--- src/rtl/auction_sequencer_if.sv ---
// ----------------------------------------------------------------------------
// auction_sequencer_if
// Purpose : groups the control, bid and result signals of auction_sequencer.
// Signals :
//   start, abort              round control (master -> slave)
//   bid, bid_valid, bid_ready bid handshake
//   result_valid, result_ack  result handshake
//   winner, winning_bid,
//   second_bid                result payload (registered in the slave)
//   busy                      round in progress (COLLECT or DONE)
//   dbg_state                 FSM state for observation (0 IDLE, 1 COLLECT, 2 DONE)
// Handshake semantics: a transfer happens on a rising edge where valid and
// ready are both high; the source holds its data stable while valid is high
// and ready is low. The result side is held by the slave until result_ack.
// ----------------------------------------------------------------------------
interface auction_sequencer_if #(
    parameter int N = 2,
    parameter int W = 2
);
    logic         start;
    logic         abort;
    logic [W-1:0] bid;
    logic         bid_valid;
    logic         bid_ready;
    logic         result_valid;
    logic         result_ack;
    logic [N-1:0] winner;
    logic [W-1:0] winning_bid;
    logic [W-1:0] second_bid;
    logic         busy;
    logic [1:0]   dbg_state;

    modport master (
        output start, abort, bid, bid_valid, result_ack,
        input  bid_ready, result_valid, winner, winning_bid, second_bid,
               busy, dbg_state
    );

    modport slave (
        input  start, abort, bid, bid_valid, result_ack,
        output bid_ready, result_valid, winner, winning_bid, second_bid,
               busy, dbg_state
    );
endinterface

--- src/rtl/auction_sequencer.sv ---
// ----------------------------------------------------------------------------
// auction_sequencer
// Purpose : bid-serial Vickrey auction. Accepts one W-bit bid per cycle from
//           2**N bidders in index order, tracks highest bid, second-highest
//           bid and winner index, and presents them on a result handshake
//           held until acknowledged.
// Ports   :
//   clk    rising-edge clock
//   rst_n  asynchronous active-low reset
//   bus    auction_sequencer_if.slave (control, bid and result handshakes)
// ----------------------------------------------------------------------------
module auction_sequencer #(
    parameter int N = 2,
    parameter int W = 2
) (
    input  logic                  clk,
    input  logic                  rst_n,
    auction_sequencer_if.slave    bus
);

    typedef enum logic [1:0] {
        S_IDLE    = 2'd0,
        S_COLLECT = 2'd1,
        S_DONE    = 2'd2
    } state_t;

    state_t       r_state;
    state_t       w_next;
    logic [N-1:0] r_count;
    logic [N-1:0] r_winner;
    logic [W-1:0] r_max;
    logic [W-1:0] r_second;

    logic         w_start;
    logic         w_accept;
    logic         w_last;

    // State register
    always_ff @(posedge clk or negedge rst_n) begin
        if (!rst_n) begin
            r_state <= S_IDLE;
        end else begin
            r_state <= w_next;
        end
    end

    // Next-state logic; abort wins over every other input outside IDLE and
    // also suppresses a simultaneous start in IDLE.
    always_comb begin
        w_next   = r_state;
        w_start  = 1'b0;
        w_accept = 1'b0;
        w_last   = (r_count == {N{1'b1}});
        case (r_state)
            S_IDLE: begin
                if (bus.start && !bus.abort) begin
                    w_next  = S_COLLECT;
                    w_start = 1'b1;
                end
            end
            S_COLLECT: begin
                if (bus.abort) begin
                    w_next = S_IDLE;
                end else if (bus.bid_valid) begin
                    w_accept = 1'b1;
                    if (w_last) begin
                        w_next = S_DONE;
                    end
                end
            end
            S_DONE: begin
                if (bus.abort || bus.result_ack) begin
                    w_next = S_IDLE;
                end
            end
            default: begin
                w_next = S_IDLE;
            end
        endcase
    end

    // Running registers double as the result outputs.
    always_ff @(posedge clk or negedge rst_n) begin
        if (!rst_n) begin
            r_count  <= '0;
            r_winner <= '0;
            r_max    <= '0;
            r_second <= '0;
        end else if (w_start) begin
            r_count  <= '0;
            r_winner <= '0;
            r_max    <= '0;
            r_second <= '0;
        end else if (w_accept) begin
            // count wraps to 0 on the last bid, ready for the next round
            r_count <= r_count + N'(1);
            if (bus.bid > r_max) begin
                r_second <= r_max;
                r_max    <= bus.bid;
                r_winner <= r_count;
            end else if (bus.bid > r_second) begin
                // includes a tie with max: winner stays, second becomes max
                r_second <= bus.bid;
            end
        end else if (bus.abort && (r_state != S_IDLE)) begin
            r_count <= '0;
        end
    end

    assign bus.bid_ready    = (r_state == S_COLLECT);
    assign bus.result_valid = (r_state == S_DONE);
    assign bus.busy         = (r_state != S_IDLE);
    assign bus.winner       = r_winner;
    assign bus.winning_bid  = r_max;
    assign bus.second_bid   = r_second;
    assign bus.dbg_state    = r_state;

endmodule

--- src/flat_wrapper.sv ---
// flat-port wrapper written by rule: the top's interface ports become plain ports
module auction_sequencer_flat 
#(
    parameter int N = 2,
    parameter int W = 2
)
  (clk, rst_n, bus_start, bus_abort, bus_bid, bus_bid_valid, bus_result_ack, bus_bid_ready, bus_result_valid, bus_winner, bus_winning_bid, bus_second_bid, bus_busy, bus_dbg_state);
  auction_sequencer_if #(.N(N), .W(W)) bus_i ();
  input  logic clk;
  input  logic rst_n;
  input wire logic [$bits(bus_i.start)-1:0] bus_start;
  input wire logic [$bits(bus_i.abort)-1:0] bus_abort;
  input wire logic [$bits(bus_i.bid)-1:0] bus_bid;
  input wire logic [$bits(bus_i.bid_valid)-1:0] bus_bid_valid;
  input wire logic [$bits(bus_i.result_ack)-1:0] bus_result_ack;
  output wire logic [$bits(bus_i.bid_ready)-1:0] bus_bid_ready;
  output wire logic [$bits(bus_i.result_valid)-1:0] bus_result_valid;
  output wire logic [$bits(bus_i.winner)-1:0] bus_winner;
  output wire logic [$bits(bus_i.winning_bid)-1:0] bus_winning_bid;
  output wire logic [$bits(bus_i.second_bid)-1:0] bus_second_bid;
  output wire logic [$bits(bus_i.busy)-1:0] bus_busy;
  output wire logic [$bits(bus_i.dbg_state)-1:0] bus_dbg_state;
  assign bus_i.start = bus_start;
  assign bus_i.abort = bus_abort;
  assign bus_i.bid = bus_bid;
  assign bus_i.bid_valid = bus_bid_valid;
  assign bus_i.result_ack = bus_result_ack;
  assign bus_bid_ready = bus_i.bid_ready;
  assign bus_result_valid = bus_i.result_valid;
  assign bus_winner = bus_i.winner;
  assign bus_winning_bid = bus_i.winning_bid;
  assign bus_second_bid = bus_i.second_bid;
  assign bus_busy = bus_i.busy;
  assign bus_dbg_state = bus_i.dbg_state;
  auction_sequencer #(.N(N), .W(W)) u_core (.clk(clk), .rst_n(rst_n), .bus(bus_i));
endmodule
--- config.mk ---
export PLATFORM = sky130hd
export DESIGN_NAME = auction_sequencer_flat
export DESIGN_NICKNAME = d
export VERILOG_FILES = /design/src/rtl/auction_sequencer_if.sv /design/src/rtl/auction_sequencer.sv /design/src/flat_wrapper.sv
export SDC_FILE = /design/constraint.sdc
export NUM_CORES = 1
export LEC_CHECK = 0
export CAP_MARGIN = 15
export CELL_PAD_IN_SITES_DETAIL_PLACEMENT = 0
export CELL_PAD_IN_SITES_GLOBAL_PLACEMENT = 1
export CORE_ASPECT_RATIO = 1.1
export CORE_MARGIN = 3
export CORE_UTILIZATION = 33
export CTS_CLUSTER_SIZE = 10
export DETAILED_ROUTE_END_ITERATION = 12
export PLACE_DENSITY_LB_ADDON = 0.25
export SLEW_MARGIN = 40
export SYNTH_ARGS = -nofsm -noshare
export SYNTH_HDL_FRONTEND = slang
export SYNTH_SLANG_ARGS = --single-unit
--- constraint.sdc ---
create_clock -name clk -period 1.8 [get_ports clk]
set_clock_uncertainty 0.2 [all_clocks]
set_input_delay 0.36 -clock clk [delete_from_list [all_inputs] [get_ports clk]]
set_output_delay 0.36 -clock clk [all_outputs]
set_load 0.005 [all_outputs]
# Word-level counts from Yosys, hierarchy flattened
# Index checks and enable logic that the tools add are counted.
[classes]
mux = 24
addsub = 1
n_eq_ne = 7
reduce_logical = 13
n_lt_le_gt_ge = 2
[op_table]
columns = ["cell", "count"]
rows = [
  ["$mux 2", 18],
  ["$pmux 2 s3", 1],
  ["$reduce_bool 2->1", 3],
  ["$reduce_bool 3->1", 2],
  ["$mux 1", 5],
  ["$eq 2x2->1 const B", 2],
  ["$gt 2x2->1", 2],
  ["$ne 2x1->1 const B", 2],
  ["$reduce_and 2->1", 2],
  ["$reduce_and 4->1", 1],
  ["$ne 3x2->1 const B", 1],
  ["$ne 3x3->1 const B", 1],
  ["$add 2x1->2 const B", 1],
  ["$eq 2x1->1 const B", 1],
  ["$logic_and 1x1->1", 2],
  ["$logic_not 2->1", 1],
  ["$logic_not 1->1", 1],
  ["$logic_or 1x1->1", 1],
]
[word_totals]
wordCells = 52
input_bits = 8
reg_bits = 10

# Longest topological paths before layout
[depth]
word_depth = 6
ltp_mapped = 6

# Worst setup path before layout
# No wires, ideal clock.
[synth_timing]
path_kind = "register to register"
startpoint = "register u_core.r_max[1], in the netlist u_core.bus.winning_bid[1]"
endpoint = "register u_core.r_second[0], in the netlist u_core.bus.second_bid[0]"
slack_ns = 0.089
synth_period_minus_slack_ns = 1.711
t_arrival_ns = 1.432
stages_incl_launch_ff = 7
setup_ns = 0.079
path_buffers = 0
path_cell_list = "dfrtp_1 > inv_1 > ha_1 > nor2b_1 > o21a_1 > o21ai_1 > mux2i_1"
[synth_via]
elab_chain_len = 4
[synth_lines]
columns = ["item", "line_no", "source"]
rows = [
  ["from (decl)", "auction_sequencer.sv:31", "logic [W-1:0] r_max;"],
  ["from (signal assigned)", "auction_sequencer.sv:99", "r_max <= bus.bid;"],
  ["$gt 2x2->1 (*)", "auction_sequencer.sv:97", "if (bus.bid > r_max) begin"],
  ["$mux 2", "auction_sequencer.sv:97", ""],
  ["$mux 2", "auction_sequencer.sv:94", "end else if (w_accept) begin"],
  ["$mux 2", "auction_sequencer.sv:89", "end else if (w_start) begin"],
  ["to (signal assigned)", "auction_sequencer.sv:98", "r_second <= r_max;"],
  ["to (signal assigned)", "auction_sequencer.sv:103", "r_second <= bus.bid;"],
  ["to (decl)", "auction_sequencer.sv:32", "logic [W-1:0] r_second;"],
]
# Mark *: on every way between the ends. The rest lies on a longest branch, timed or not. The select of a mux whose other input is x is not followed.
# A chain may end at the register's enable or synchronous reset.

# Worst setup path after layout
[layout_timing]
startpoint = "register u_core.r_max[0], in the netlist u_core.bus.winning_bid[0]"
endpoint = "output port bus_winning_bid[0]"
[layout_lines]
columns = ["item", "line_no", "source"]
rows = [
  ["to (decl)", "flat_wrapper.sv:19", "output wire logic [$bits(bus_i.winning_bid)-1:0] bus_winning_bid;"],
]
# No word-level cell between the ends.

==> results.md <==
- Distinct cell type count after synthesis: 22
- Status: completed
- Achievable frequency: between 0.5 and 0.6 GHz
- Pleak: roughly 0.00057 uW
- I/O pin total: 19
- Cells after Synth: 67
- Die Y: 51.7 um
- Tmin final: between 1.5 and 2 ns
- Post-Route WL: ~1400 um
- RSZ-0062 raised after global routing: false
- Post-synth EDFFs: 0
- Grt total ovfl: 0
- Multiplexer share of the synthesized area: 9.58%
- Power Total: around 660 uW
- Skew-Pair Late Insertion Delay: 0.26 ns
- Buffers & Inverters on Critical Path: 1
- CP Cell Sequence: clkdlybuf4s50_1
- Startpoint Class: register
- Crit. End Element: primary output
- Max-slew headroom: a little over two thirds
- Site row count: 15
- # setup viols final: 0
- Clock buffer depth: 2
- Seq/Total Area, Yosys: 39.9%
- Synth Net Count: approximately 80
- Final Slew Violations: 0
- DR vias: ~590
- Worst-margin pin slew: ~0.44 ns
- Power per cell area: around 650 mW/mm^2
- Layout fillers: 155
- Initial core utilization: 37.5%
- Ys async rst share: between 90% and 100%
- Chip width: 47.6 um
- Via count of the first global-routing pass: slightly above 600
- Worst IR Drop VDD: ~0.00044 V
- Hold crit path type: in -> async
- Biggest area consumer among synthesized cells: dfrtp_1
- Synthesized flop and latch total: 10
- Hpwl dp: ~1100 um
- Worst Setup SP: u_core.bus.winning_bid[0]
- Worst R2R Start: u_core.bus.winning_bid[1]
- Cell Area, Synth: 627 sq um
- Port buffer count: 18
- WP data arrival: roughly 1.2 ns
- Max FO, Critical Path: 5
- Crit-path max cell delay: about 0.52 ns
- Nets: about 120
- Slowest CP cell: clkdlybuf4s50_1
- Fin util: roughly three fifths
- Die footprint: roughly 0.0025 sq mm
- Commonest cells post-synth: dfrtp_1 (10), nand2_1 (10), inv_1 (8)
- Top cell type's share of synthesized area: about 40%
- Max-cap viol count: 0
- Warnings from Yosys: 0
- Mean routed wirelength per cell: between 10 and 15 um
- Post-Synth XOR/XNOR Area: 0%
- Initial antenna violation count: 0
- Post-Synth Adder-Cell Area: a little under an eighth
- Simple-gate portion of the synthesized area: between 20% and 30%
- Critical path class: reg -> out
- Delay-heaviest family, CP: buffers and inverters
- Clk sinks: 10
- Overall routing resource usage: 13.4%
- Non-Filler Instances: 119
- Primary FF master, synth: dfrtp_1
- Detail Route Antenna Nets: 0
- Compound-gate portion of the synthesized area: a little under a tenth
- Total CTS buffers: 3
- Root buf cell: clkbuf_4
- Initial DRT Pass Iterations: 3
- DP Cell Count: 110
- CTS tree: done
- Area Overhead vs Synth: 60.5%
- Syn Area/Cell: between 9 and 10 sq um
- Required @ worst endpoint: around 1.2 ns
- Period utilization: between 90% and 100%
- First-pass GRT wire length: 2370 um
- H-tree lvl count: 1
- Largest family of logic cells by synthesized area: simple AND/OR/NAND/NOR gates
- Share of layout cells above drive strength 1: between 20 and 30%
- Post-CTS Hold Buffers: 0
- Largest net degree at the start of global routing: 11
- Final Hold Viols: 0
- Vias per cell: a little under 5
- Final Wtd Congestion: around 0.71
- DRC Markers: 0
- Fin Hold WS: between 0.2 and 0.25 ns
- Core Box Area: about 0.0017 sq mm
- N_diodes: 0
- Top cells by area, synth: dfrtp_1 (40%), ha_1 (12%), mux2i_1 (9.6%)
- Clock Pin Slew Worst Setup and Hold Paths: 0.07 ns
- Initial DRC Count: 7
cell type report:
type | instances | area, sq um | area share (%)
repair buffers | 32 | 295 | 29.4
well taps | 17 | 21.3 | 2.11
inverters | 8 | 30.0 | 2.99
multi-input cells | 48 | 370 | 36.8
flip-flops and latches | 10 | 253 | 25.1
clock buffers | 4 | 36.3 | 3.61
sequential cells by signal, summed over array words and instances (netlist names):
signal and count:
u_core.bus.winning_bid 2, u_core.bus.second_bid 2, u_core.r_count 2, u_core.bus.winner 2, u_core.bus.dbg_state 2
cell families (layout without fill, tap and decap cells):
| kind of cell | after synthesis | after routing |
|---|---|---|
| AO/OA/AOI/OAI | 9 | 9 |
| flip-flops | 10 | 10 |
| multiplexers | 6 | 6 |
| buffers and inverters | 9 | 44 |
| adder cells (fa/ha/maj) | 6 | 6 |
| AND/OR/NAND/NOR | 27 | 27 |
final timing paths:
kind / to / depth (start not counted) / slack [ns]
max: bus_winning_bid[0] / 1 / 0.04
min: u_core.bus.second_bid[1] / 1 / 0.21
max reg2reg: u_core.bus.second_bid[1] / 6 / 0.08
min reg2reg: u_core.bus.dbg_state[0] / 1 / 0.28
max in group asynchronous: u_core.bus.dbg_state[1] / 1 / 0.86
min in group clk: u_core.bus.dbg_state[0] / 1 / 0.28
layout by cell type, fill, tap and decap left out, drive strengths merged, types with 5 or more instances in the layout:
cell / count
dlymetal6s2s: 5
inv: 8
buf: 14
clkbuf: 5
nand2: 10
clkdlybuf4s50: 10
o21ai: 5
ha: 6
mux2i: 6
dfrtp: 10
metrics by stage:
stage / worst slack (ns) / TNS, ns / instance area, sq um
2_1_floorplan: 0.0890 / 0 / 627
3_3_place_gp: -0.347 / -2.04 / 885
3_5_place_dp: -0.373 / -2.23 / 885
4_1_cts: -0.109 / -0.276 / 955
5_1_grt: 0.00677 / 0 / 1010
6_report: 0.0352 / 0 / 1010
where the power goes:
part	leakage (uW)	switching (uW)	internal [uW]	total, uW
clock	0.0000210	80.1	123	203
combinational	0.000412	77.8	116	194
sequential	0.000133	18.8	243	262
per-layer routing:
layer	vias to the layer above	wire [um]	track usage, %
met2	14	704	22.5
met5	-	0	0
met1	270	628	16.4
li1	302	-	-
met4	0	0	4.04
met3	0	77	3.11
what timing repair did:
action	CTS	global route
resized for setup	7	15
cloned	0	0
endpoints found under the setup margin	11	14
pin swaps	1	3
setup buffers	3	2
No activity file was read; power rests on OpenSTA's default activity.
